===== src/rtl/mem_arb_pkg.sv =====
`default_nettype none
// +----------------------------------------------------------------------------+
// | mem_arb_pkg                                                                |
// | Shared types and constants for the two-port shared-memory arbiter.         |
// | Revision: 1.0                                                              |
// +----------------------------------------------------------------------------+
package mem_arb_pkg;

    localparam int unsigned TIMEOUT_DEFAULT = 16;
    localparam int unsigned CNT_W           = 5;

    typedef enum logic [1:0] {
        S_IDLE = 2'd0,
        S_BUSY = 2'd1,
        S_RESP = 2'd2
    } state_e;

    typedef enum logic {
        OWN_I = 1'b0,
        OWN_D = 1'b1
    } owner_e;

    typedef struct packed {
        logic        we;
        logic [31:0] addr;
        logic [31:0] wdata;
        logic [3:0]  wmask;
    } mem_cmd_t;

    // Write data and byte enables only travel with stores; reads present zeros.
    function automatic mem_cmd_t make_cmd(
        input owner_e      owner,
        input logic [31:0] iaddr,
        input logic        dwe,
        input logic [31:0] daddr,
        input logic [31:0] dwdata,
        input logic [3:0]  dwmask
    );
        mem_cmd_t cmd;
        cmd = '0;
        if (owner == OWN_D) begin
            cmd.we   = dwe;
            cmd.addr = daddr;
            if (dwe) begin
                cmd.wdata = dwdata;
                cmd.wmask = dwmask;
            end
        end else begin
            cmd.addr = iaddr;
        end
        return cmd;
    endfunction

endpackage
`default_nettype wire


===== src/rtl/mem_arb_pick.sv =====
`default_nettype none
// +----------------------------------------------------------------------------+
// | mem_arb_pick                                                               |
// | Combinational owner selection. Fixed D-over-I priority by default;         |
// | round-robin when MEM_ARB_RR_EN is defined.                                 |
// | Revision: 1.0                                                              |
// +----------------------------------------------------------------------------+
module mem_arb_pick
    import mem_arb_pkg::*;
(
    input  logic   ireq_i,
    input  logic   dreq_i,
    input  owner_e last_i,
    output owner_e owner_o
);

`ifdef MEM_ARB_RR_EN
    always_comb begin
        owner_o = OWN_D;
        if (ireq_i && dreq_i) begin
            owner_o = (last_i == OWN_D) ? OWN_I : OWN_D;
        end else if (ireq_i) begin
            owner_o = OWN_I;
        end
    end
`else
    logic w_unused_last;
    assign w_unused_last = last_i;

    always_comb begin
        owner_o = OWN_D;
        if (!dreq_i && ireq_i) begin
            owner_o = OWN_I;
        end
    end
`endif

endmodule
`default_nettype wire


===== src/rtl/mem_arb.sv =====
`default_nettype none
// +----------------------------------------------------------------------------+
// | mem_arb                                                                    |
// | Arbitrates instruction-fetch and load/store ports onto one memory port,   |
// | with a BUSY timeout. Optional macro: MEM_ARB_RR_EN (round-robin grant).    |
// | Revision: 1.0                                                              |
// +----------------------------------------------------------------------------+
module mem_arb
    import mem_arb_pkg::*;
#(
    parameter int unsigned TIMEOUT = TIMEOUT_DEFAULT
) (
    input  logic        clk,
    input  logic        rst,

    input  logic        ireq,
    input  logic [31:0] iaddr,
    output logic        iack,
    output logic [31:0] irdata,

    input  logic        dreq,
    input  logic        dwe,
    input  logic [31:0] daddr,
    input  logic [31:0] dwdata,
    input  logic [3:0]  dwmask,
    output logic        dack,
    output logic [31:0] drdata,

    output logic        err,

    output logic        mem_req,
    output logic        mem_we,
    output logic [31:0] mem_addr,
    output logic [31:0] mem_wdata,
    output logic [3:0]  mem_wmask,
    input  logic        mem_ack,
    input  logic [31:0] mem_rdata,

    output logic        hold_o
);

    localparam logic [CNT_W-1:0] C_CNT_LAST = CNT_W'(TIMEOUT - 1);
    localparam logic [CNT_W-1:0] C_CNT_ONE  = CNT_W'(1);

    state_e           state_q, state_d;
    owner_e           owner_q, owner_d;
    logic [CNT_W-1:0] cnt_q, cnt_d;
    logic             err_q, err_d;
    logic [31:0]      rdata_q, rdata_d;
    mem_cmd_t         cmd_q, cmd_d;

    owner_e           w_pick;
    owner_e           w_last;
    logic             w_busy;
    logic             w_resp;

`ifdef MEM_ARB_RR_EN
    owner_e last_q, last_d;
    assign w_last = last_q;
`else
    assign w_last = OWN_D;
`endif

    mem_arb_pick u_pick (
        .ireq_i  (ireq),
        .dreq_i  (dreq),
        .last_i  (w_last),
        .owner_o (w_pick)
    );

    always_comb begin
        state_d = state_q;
        owner_d = owner_q;
        cnt_d   = cnt_q;
        err_d   = err_q;
        rdata_d = rdata_q;
        cmd_d   = cmd_q;
`ifdef MEM_ARB_RR_EN
        last_d  = last_q;
`endif
        case (state_q)
            S_IDLE: begin
                if (ireq || dreq) begin
                    owner_d = w_pick;
                    cmd_d   = make_cmd(w_pick, iaddr, dwe, daddr, dwdata, dwmask);
                    cnt_d   = '0;
                    err_d   = 1'b0;
                    rdata_d = '0;
                    state_d = S_BUSY;
`ifdef MEM_ARB_RR_EN
                    last_d  = w_pick;
`endif
                end
            end
            S_BUSY: begin
                cnt_d = cnt_q + C_CNT_ONE;
                // A completion landing on the expiry cycle still wins.
                if (mem_ack) begin
                    rdata_d = mem_rdata;
                    err_d   = 1'b0;
                    state_d = S_RESP;
                end else if (cnt_q == C_CNT_LAST) begin
                    rdata_d = '0;
                    err_d   = 1'b1;
                    state_d = S_RESP;
                end
            end
            S_RESP: begin
                state_d = S_IDLE;
            end
            default: begin
                state_d = S_IDLE;
            end
        endcase
    end

    always_ff @(posedge clk) begin
        if (rst) begin
            state_q <= S_IDLE;
            owner_q <= OWN_D;
            cnt_q   <= '0;
            err_q   <= 1'b0;
            rdata_q <= '0;
            cmd_q   <= '0;
`ifdef MEM_ARB_RR_EN
            last_q  <= OWN_D;
`endif
        end else begin
            state_q <= state_d;
            owner_q <= owner_d;
            cnt_q   <= cnt_d;
            err_q   <= err_d;
            rdata_q <= rdata_d;
            cmd_q   <= cmd_d;
`ifdef MEM_ARB_RR_EN
            last_q  <= last_d;
`endif
        end
    end

    assign w_busy = (state_q == S_BUSY);
    assign w_resp = (state_q == S_RESP);

    assign mem_req   = w_busy;
    assign mem_we    = w_busy & cmd_q.we;
    assign mem_addr  = w_busy ? cmd_q.addr  : 32'h0;
    assign mem_wdata = w_busy ? cmd_q.wdata : 32'h0;
    assign mem_wmask = w_busy ? cmd_q.wmask : 4'h0;

    assign iack   = w_resp && (owner_q == OWN_I);
    assign dack   = w_resp && (owner_q == OWN_D);
    assign irdata = iack ? rdata_q : 32'h0;
    assign drdata = dack ? rdata_q : 32'h0;
    assign err    = w_resp & err_q;

    assign hold_o = (ireq & ~iack) | (dreq & ~dack);

endmodule
`default_nettype wire


===== config.mk =====
export PLATFORM = sky130hd
export DESIGN_NAME = mem_arb
export DESIGN_NICKNAME = d
export VERILOG_FILES = /design/src/rtl/mem_arb_pkg.sv /design/src/rtl/mem_arb_pick.sv /design/src/rtl/mem_arb.sv
export SDC_FILE = /design/constraint.sdc
export NUM_CORES = 1
export LEC_CHECK = 0
export ABC_AREA = 1
export CAP_MARGIN = 20
export CORE_MARGIN = 1.5
export CORE_UTILIZATION = 41
export DETAILED_ROUTE_END_ITERATION = 8
export GPL_TIMING_DRIVEN = 0
export PLACE_DENSITY_LB_ADDON = 0.05
export SLEW_MARGIN = 0
export SYNTH_ARGS = -nofsm -noshare
export SYNTH_HDL_FRONTEND = slang
export SYNTH_SLANG_ARGS = --single-unit

===== constraint.sdc =====
create_clock -name clk -period 2 [get_ports clk]
set_clock_uncertainty 0.1 [all_clocks]
set_input_delay 0.2 -clock clk [delete_from_list [all_inputs] [get_ports clk]]
set_output_delay 0.2 -clock clk [all_outputs]
set_load 0.1 [all_outputs]

==> results of run 1 <==
[cells in the mapped netlist, drive strengths merged]
master / number
nand2: 149
nor2: 144
a21oi: 138
inv: 116
dfxtp: 110
nand3: 42
buf: 36
o21ai: 36
clkbuf: 21
ha: 2
o22ai: 2
a31oi: 1
[final timing paths]
path | cells past startpoint | from | endpoint | slack (ns)
hold reg to reg | 2 | rdata_q[12]$_SDFFE_PP0P_ | rdata_q[12]$_SDFFE_PP0P_ | 0.36
setup reg to reg | 10 | cnt_q[0]$_SDFFE_PP0P_ | rdata_q[8]$_SDFFE_PP0P_ | 0.23
hold / removal | 3 | dwe | cmd_q[0]$_SDFFE_PP0P_ | 0.21
setup / recovery | 6 | state_q[1]$_SDFFE_PP0P_ | mem_addr[9] | 0.04
[sequential cells by signal, indices dropped and copies added, names as in the netlist]
register and flops:
rdata_q 32, cnt_q 5, owner_q 1, cmd_q 69
err_q 1, state_q 2
[cell families (layout without fill, tap and decap cells)]
kind of cell	count (synthesis)	after routing	synth area share
flip-flops	110	110	0.3971
buffers and inverters	173	464	0.1401
AND/OR/NAND/NOR	335	335	0.2728
adder cells (fa/ha/maj)	2	2	0.004512
AO/OA/AOI/OAI	177	177	0.1855
[report_power, final]
part	total, mW	leakage, nW	internal [mW]	switching (mW)
combinational	1.84	2.42	0.663	1.18
clock	2.21	0.179	1.38	0.826
sequential	2.42	0.900	2.34	0.0826
[stage by stage]
stage	power, mW	instances
4_1_cts	6.488	1263
5_1_grt	6.741	1264
3_3_place_gp	4.277	1247
2_1_floorplan	3.700	797
3_5_place_dp	4.292	1247
6_report	6.478	1264
[worst max-delay path, delay by kind of cell (launching register included)]
| kind | cells | cell delay [ns] |
|---|---|---|
| DFF | 1 | 0.41 |
| buffers and inverters | 4 | 0.74 |
| and+or+nand+nor | 2 | 0.14 |
[area by class of cell]
cell class	count	area, um2
multi-input cells	514	3115
clock buffers	10	239.0
repair buffers	275	2904
inverters	116	442.9
plain buffers	57	441.7
clock inverters	6	132.6
flip-flops and latches	110	2203
fillers	1120	3543
well taps	176	220.2
[metal layers]
layer	wire length, um	GRT usage	vias up
met5	0	0	-
met4	428	0.09152	0
met3	1165	0.06034	28
met2	8715	0.4202	195
met1	7456	0.2920	2744
li1	-	-	3042
[placed cells by master, fill, tap and decap left out, types with 2 or more instances in the layout]
cell type / instances
a21oi_1: 101
a21oi_2: 37
buf_1: 3
buf_12: 19
buf_2: 20
buf_4: 49
buf_6: 63
buf_8: 19
bufinv_16: 4
clkbuf_1: 15
clkbuf_16: 9
clkbuf_4: 4
clkdlybuf4s15_2: 3
clkdlybuf4s50_1: 136
dfxtp_1: 109
ha_1: 2
inv_1: 109
inv_2: 5
nand2_1: 116
nand2_2: 31
nand2_4: 2
nand3_1: 22
nand3_2: 20
nor2_1: 59
nor2_2: 17
nor2_4: 68
o21ai_0: 6
o21ai_1: 30
[what timing repair did]
| action | in CTS | in global routing |
|---|---|---|
| setup buffers | 0 | 1 |
| gates resized for setup | 894 | 76 |
| setup endpoints to repair | 138 | 126 |
| pin swaps | 1 | 2 |
==> results.md, run 1 <==
* Pre-CTS WS at -0.5381 ns
* Max-cap violations at 0
* RSZ-0062 raised after global routing: true
* Synth-to-Final Area Change at 74.91%
* Mapped Cells at 797
* Total CTS buffers at 9
* Pwr dens at about 670 nW/um2
* Floorplan core area at between 10000 and 15000 um2
* Initial antenna violation count at 0
* Initial Utilization at 0.4187
* Worst-Skew Late Latency at 0.36 ns
* Die Span X at 119.3 um
* CTS Buffer Depth at 2
* Total number of vias at ~6000
* Yosys reg bits at 110
* Crit end category: output port
* Final ANT Viol Nets at 0
* P_leak at 3.494 nW
* Status: completed
* Post-synthesis instance area at roughly 5500 um2
* Util after Layout at 0.7324
* HPWL after DPL at about 13 mm
* CTS clock-pin slew for the worst setup and hold paths at 0.07 ns
* Netlist cell types at 25
* Total negative slack at 0 ns
* Worst path cell trace: inv_2, nand2_1, buf_4, buf_2, nor2_1, buf_4
* Initial DRC Count at approximately 270
* Total Routing Usage GR at 0.2434
* Highest clock rate at ~500 MHz
* Post-DP Area at a little over 9000 um2
* Die area at between 10000 and 15000 um2
* Drt first pass iters at 4
* Mean post-synth cell area at between 6 and 7 um2
* Synth warn at 0
* VDD IR max at around 0.45 mV
* CTS tree: built
* Cell taking the most area after synthesis: dfxtp_1
* First-pass GRT wire length at about 28 mm
* Crit path kind: reg2out
* Fin. max-slew vios at 0
* GP Congestion at around 0.80
* Share of cells above drive strength 1 at 0.3474
* Sink Count at 110
* Avg WL per Cell at roughly 14 um
* Die height at between 100 and 150 um
* Post-layout min period at roughly 2 ns
* Largest net degree at the start of global routing at 18
* Main area contributors after synthesis: dfxtp_1, nor2_1, a21oi_1
* Final wirelength at ~18 mm
* Final setup viols at 0
* Worst min path class: in2reg
* Critical path required time at about 1.7 ns
* # nets final at 1223
* Period utilization at 0.9797
* Hold WS at 0.2089 ns
* H-tree levels at 3
* Crit path max-delay cell type: dfxtp_2
* Clk root buf: clkbuf_16
* Setup ws final at around 0.041 ns
* Worst slew pin tran at 0.7295 ns
* Syn_nets at 937
* Ant diodes at 0
* CP Launch Type: flop
* Register area share after synthesis at 0.3971
* Number of global-route vias before repair at 5625
* Max FO, Critical Path at 10
* Finished Cell Area at a little under 10000 um2
* Top cell by count, worst path: buf_4
* DRC at 0
* Worst slew margin at 0.5137
* Grt ovf at 0
* Final hold violation count at 0
* CTS Hold Buffers Added at 0
* Via density at ~4.8
* # rows at 42
* IO Count at ~280
* Crit path DAT at 1.66 ns
* Port Buffer Count at 274
* Area fraction of the dominant cell type after synthesis at 0.3971
* Slowest Stage Delay on Critical Path at roughly 0.4 ns
Power figures use the tool's default switching activity.
==> inputs of run 2 (changes only) <==
--- a/config.mk
+++ b/config.mk
@@ -7,12 +7,14 @@
 export LEC_CHECK = 0
 export ABC_AREA = 1
 export CAP_MARGIN = 20
+export CORE_ASPECT_RATIO = 1.2
 export CORE_MARGIN = 1.5
-export CORE_UTILIZATION = 41
+export CORE_UTILIZATION = 40
 export DETAILED_ROUTE_END_ITERATION = 8
 export GPL_TIMING_DRIVEN = 0
 export PLACE_DENSITY_LB_ADDON = 0.05
 export SLEW_MARGIN = 0
 export SYNTH_ARGS = -nofsm -noshare
 export SYNTH_HDL_FRONTEND = slang
+export SYNTH_HIERARCHICAL = 1
 export SYNTH_SLANG_ARGS = --single-unit
==> results.md, run 2 <==
* Initial antenna violation count at 0
* Max FO, Critical Path at 10
* Total number of vias at between 5000 and 6000
* Worst min path class: in2reg
* CTS Buffer Depth at 2
* Syn_nets at between 900 and 1000
* DRC at 0
* Final wirelength at 17.24 mm
* Port Buffer Count at around 270
* Final hold violation count at 0
* Reg2reg setup slack at 0.28 ns
* R2r endpoint: rdata_q[27]$_SDFFE_PP0P_
* HPWL after DPL at ~13 mm
* VDD IR max at between 0.4 and 0.5 mV
* Highest clock rate at about 500 MHz
* Mapped Cells at about 830
* Total Power at 5.804 mW
* Crit path max-delay cell type: dfxtp_2
* Hold Startpoint: dwe
* Post-layout min period at between 1.5 and 2 ns
* Avg WL per Cell at about 13 um
* Die Span X at 108.2 um
* Setup ws final at 0.04228 ns
* GP Congestion at between 0.8 and 0.9
* Worst slew margin at 0.5764
* Share of cells above drive strength 1 at 0.2466
* Synth-to-Final Area Change at 72.58%
* Pwr dens at about 630 nW/um2
* Period utilization at 0.9789
* RSZ-0062 raised after global routing: true
* Post-CTS Setup Inserts at 0
* H-tree levels at 3
* Max-cap violations at 0
* CP Launch Type: flop
* Slowest Stage Delay on Critical Path at about 0.34 ns
* Top cell by count, worst path: nor2_4
* Floorplan core area at 12780 um2
* P_leak at 3.558 nW
* Total Routing Usage GR at 0.2405
* Most common cell after layout, fill and taps aside: nand2_1
* Via density at about 4.7
* Die area at 13980 um2
* Pre-CTS WS at -0.4797 ns
* Worst-Skew Late Latency at between 0.3 and 0.4 ns
* Crit path DAT at 1.66 ns
* Status: completed
* Clk root buf: clkbuf_16
* Mean post-synth cell area at 6.407 um2
* Most frequent cells in the layout: nand2_1, clkdlybuf4s50_1, inv_1, dfxtp_1, a21oi_1
* Worst slew pin tran at 0.6355 ns
* Top Registers: cmd_q x69, rdata_q x32, cnt_q x5
* Grt ovf at 0
* Sink Count at 110
* Number of global-route vias before repair at around 5700
* Fin. max-slew vios at 0
* Worst Hold Depth at 3
* Final setup viols at 0
* Max reg flops at 69
* Final ANT Viol Nets at 0
* First-pass GRT wire length at 26.88 mm
* Reg2reg path depth at 10
* Die height at around 130 um
* # nets final at ~1300
* Total CTS buffers at 9
* Synth warn at 6
* CTS clock-pin slew for the worst setup and hold paths at ~0.07 ns
* IO Count at 276
* Fin cells at approximately 1300
* Initial Utilization at 0.4156
* CTS tree: built
* Filler cell count at roughly 1200
* Largest Register: cmd_q
* Critical path required time at about 1.7 ns
* Worst path cell trace: inv_2, nand2_4, nor2_4, inv_4, buf_12, nor2_4, buf_6
* Crit end category: output port
* Initial DRC Count at roughly 200
* Drt first pass iters at 5
* Placed cells at around 1300
* Crit path kind: reg2out
* CTS Hold Buffers Added at 0
* Ant diodes at 0
* # rows at 45
* Post-synthesis instance area at 5311 um2
* Reg2Reg Launch Point: cnt_q[0]$_SDFFE_PP0P_
* Worst hold endpoint: cmd_q[1]$_SDFFE_PP0P_
* Largest net degree at the start of global routing at 19
## run 2: changes by cell type in the layout (fill, tap and decap cells not counted), sizes merged
cell | before | now
clkbuf | 29 | 37
bufinv | 4 | 0
a21oi | 138 | 107
nor2 | 144 | 143
nand2 | 149 | 213
inv | 116 | 118
clkinv | 1 | 4
buf | 173 | 163
clkdlybuf4s15 | 3 | 4
clkdlybuf4s18 | 1 | 0
## run 2: power breakdown
group | switching [mW] | internal [mW] | total, mW
clock | 0.839 | 0.851 | 1.69
combinational | 1.11 | 0.602 | 1.72
sequential | 0.0600 | 2.34 | 2.40
## run 2: metrics by stage
step / cell area (um2) / hold WS (ns) / TNS, ns / utilization
detailed placement: 8860 / 0.3431 / -55.19 / 0.6932
floorplan: 5912 / 0.2470 / -33.06 / -
global route: 9166 / 0.2753 / -0.1071 / 0.7172
CTS: 8853 / 0.2158 / 0 / 0.6927
finish: 9166 / 0.2310 / 0 / 0.7172
global placement: 8860 / 0.3403 / -54.60 / 0.6932
## run 2: final cells by class
class	count	area [um2]	area share
repair buffers	274	2753	0.3003
flip-flops and latches	110	2205	0.2405
clock buffers	9	225.2	0.02457
multi-input cells	546	2879	0.3141
inverters	116	440.4	0.04805
plain buffers	57	410.4	0.04477
well taps	164	205.2	0.02239
clock inverters	7	48.80	0.005324
## run 2: how the worst max path moves through the flow
stage,startpoint,end,slack [ns]
2_1_floorplan,state_q[1]$_SDFFE_PP0P_,mem_addr[0],-0.32
3_3_place_gp,state_q[0]$_SDFFE_PP0P_,irdata[10],-0.48
3_5_place_dp,state_q[0]$_SDFFE_PP0P_,irdata[10],-0.48
4_1_cts,state_q[0]$_SDFFE_PP0P_,drdata[13],0.002
5_1_grt,state_q[0]$_SDFFE_PP0P_,drdata[30],-0.03
6_report,state_q[0]$_SDFFE_PP0P_,drdata[30],0.04
## run 2: metal layers
layer | global-route usage | part of all wire | vias to the layer above | wire length [um]
met2 | 0.4378 | 0.52 | 189 | 8914
met5 | 0 | 0 | - | 0
met4 | 0.07043 | 0.017 | 0 | 299
met1 | 0.2767 | 0.40 | 2673 | 6862
met3 | 0.05986 | 0.068 | 24 | 1166
li1 | - | - | 3111 | -
## run 2: worst max-delay path: cells and delay by family, from the launching register on
| family | cells | cell delay [ns] |
|---|---|---|
| and+or+nand+nor | 3 | 0.36 |
| DFF | 1 | 0.34 |
| buffers and inverters | 4 | 0.61 |
## run 2: repair_timing
| action | 4_1_cts | 5_1_grt |
|---|---|---|
| resized for setup | 824 | 90 |
| setup endpoints to repair | 138 | 127 |
| endpoints found under the hold margin | 0 | 0 |
| pin swaps | 0 | 1 |
==> inputs of run 3 (changes only) <==
--- a/config.mk
+++ b/config.mk
@@ -7,9 +7,10 @@
 export LEC_CHECK = 0
 export ABC_AREA = 1
 export CAP_MARGIN = 20
-export CORE_ASPECT_RATIO = 1.2
+export CORE_ASPECT_RATIO = 1.1
 export CORE_MARGIN = 1.5
 export CORE_UTILIZATION = 40
+export CTS_CLUSTER_SIZE = 40
 export DETAILED_ROUTE_END_ITERATION = 8
 export GPL_TIMING_DRIVEN = 0
 export PLACE_DENSITY_LB_ADDON = 0.05
==> results.md, run 3 (same netlist as run 2, synthesis figures left out) <==
* Total CTS buffers at 9
* Total negative slack at 0 ns
* CTS tree: built
* CTS Buffer Depth at 2
* Worst slew pin tran at 0.5894 ns
* Hold Startpoint: dwe
* Top Registers: cmd_q x69, rdata_q x32, cnt_q x5
* Crit path kind: reg2out
* Floorplan core area at 12800 um2
* Worst min path class: in2reg
* Part of the power in registers at 0.404
* Reg2Reg Launch Point: cnt_q[0]$_SDFFE_PP0P_
* Total number of vias at ~6000
* Worst-Skew Late Latency at roughly 0.34 ns
* Util after Layout at 0.7158
* Fin. max-slew vios at 0
* HPWL after DPL at 12.89 mm
* Die height at approximately 120 um
* Final wirelength at 16.73 mm
* GP Congestion at between 0.7 and 0.8
* Post-DP Area at between 8000 and 9000 um2
* CTS Hold Buffers Added at 0
* Psw at 1.958 mW
* Port Buffer Count at roughly 270
* Largest net degree at the start of global routing at 17
* Drt first pass iters at 4
* Grt ovf at 0
* IO Count at 276
* Final ANT Viol Nets at 0
* Setup ws final at about 0.061 ns
* Most frequent cells in the layout: nand2_1, clkdlybuf4s50_1, inv_1, dfxtp_1, a21oi_1
* Reg2reg path depth at 10
* Period utilization at 0.9697
* Highest clock rate at around 520 MHz
* Crit end category: output port
* Switching portion of total power at 0.3300
* Ant diodes at 0
* Via density at ~4.7
* Clock share of power at 0.308
* Die Span X at approximately 110 um
* Largest Register: cmd_q
* Pre-CTS WS at -0.5071 ns
* Share of cells above drive strength 1 at 0.2440
* VDD IR max at roughly 0.39 mV
* Max reg flops at 69
* CP Launch Type: flop
* Crit path DAT at 1.64 ns
* Die area at ~14000 um2
* CTS clock-pin slew for the worst setup and hold paths at 0.07 ns
* Status: completed
* Most common cell after layout, fill and taps aside: nand2_1
* Total Routing Usage GR at 0.2370
* R2r endpoint: rdata_q[14]$_SDFFE_PP0P_
* Reg2reg setup slack at around 0.27 ns
* # nets final at roughly 1300
* Comb power frac at 0.288
* Pint at 3.975 mW
* Final setup viols at 0
* Placed cells at approximately 1300
* Post-CTS Setup Inserts at 0
* DRC at 0
* Pwr dens at approximately 650 nW/um2
* Finished Cell Area at slightly above 9000 um2
* Synth-to-Final Area Change at 72.58%
* Initial antenna violation count at 0
* Initial Utilization at 0.4148
* Post-layout min period at slightly below 2 ns
* P_leak at 3.564 nW
* Max FO, Critical Path at 3
* Worst hold endpoint: cmd_q[5]$_SDFFE_PP0P_
* Avg WL per Cell at approximately 13 um
* Fin cells at approximately 1300
* Clk root buf: clkbuf_16
* Max-cap violations at 0
* Initial DRC Count at 209
* Worst slew margin at 0.6089
* H-tree levels at 3
* Critical path required time at between 1.5 and 2 ns
* Worst Hold Depth at 3
* First-pass GRT wire length at approximately 27 mm
* Number of global-route vias before repair at roughly 5500
* Sink Count at 110
* Final hold violation count at 0
* # rows at 43
==> run 3: routing by layer <==
metal,global-route usage,vias to the layer above,share of wire
met5,0,-,0
met4,0.08047,0,0.023
met3,0.06618,29,0.080
met2,0.4112,205,0.48
met1,0.2852,2643,0.41
li1,-,3104,-
==> run 3: per-stage QoR <==
step	power, mW	hold slack, ns
global route	6.210	0.2638
floorplan	3.583	0.2470
CTS	5.958	0.2260
detailed placement	4.163	0.3431
global placement	4.150	0.3419
finish	5.933	0.2328
==> run 3: critical path: stages, from the launching register on <==
cell	delay (ns)
dfxtp_2	0.36
inv_2	0.07
nand2_4	0.09
nor2_4	0.05
o22ai_2	0.13
clkdlybuf4s15_2	0.59
==> run 3: worst max path at each step <==
stage                                       start           to  slack [ns]  cells after the start
after global placement    state_q[0]$_SDFFE_PP0P_   drdata[16]       -0.49                      7
after global routing      state_q[0]$_SDFFE_PP0P_    irdata[1]       -0.01                      7
after detailed placement  state_q[0]$_SDFFE_PP0P_   irdata[10]       -0.51                      7
after CTS                 state_q[0]$_SDFFE_PP0P_    drdata[6]      0.0009                      7
after floorplan           state_q[1]$_SDFFE_PP0P_  mem_addr[0]       -0.32                      5
final                     state_q[0]$_SDFFE_PP0P_       hold_o        0.06                      5
==> run 3: power groups by stage <==
stage	Combinational [mW]	Sequential [mW]	Clock, mW
2_1_floorplan	1.15	2.44	0
3_3_place_gp	1.71	2.44	0
3_5_place_dp	1.71	2.45	0
4_1_cts	1.70	2.40	1.86
5_1_grt	1.85	2.41	1.95
6_report	1.71	2.40	1.83
==> run 3: what timing repair did <==
item                                    in CTS  in global routing
endpoints found under the setup margin     138                 93
resized for setup                          822                 82
pin swaps                                    0                  2
==> run 3: cell type report <==
class / instances / area, um2
well taps: 157 / 196.4
clock buffers: 13 / 260.3
fillers: 1111 / 3638
flip-flops and latches: 110 / 2205
inverters: 116 / 440.4
plain buffers: 57 / 402.9
multi-input cells: 546 / 2877
clock inverters: 3 / 42.54
repair buffers: 274 / 2743
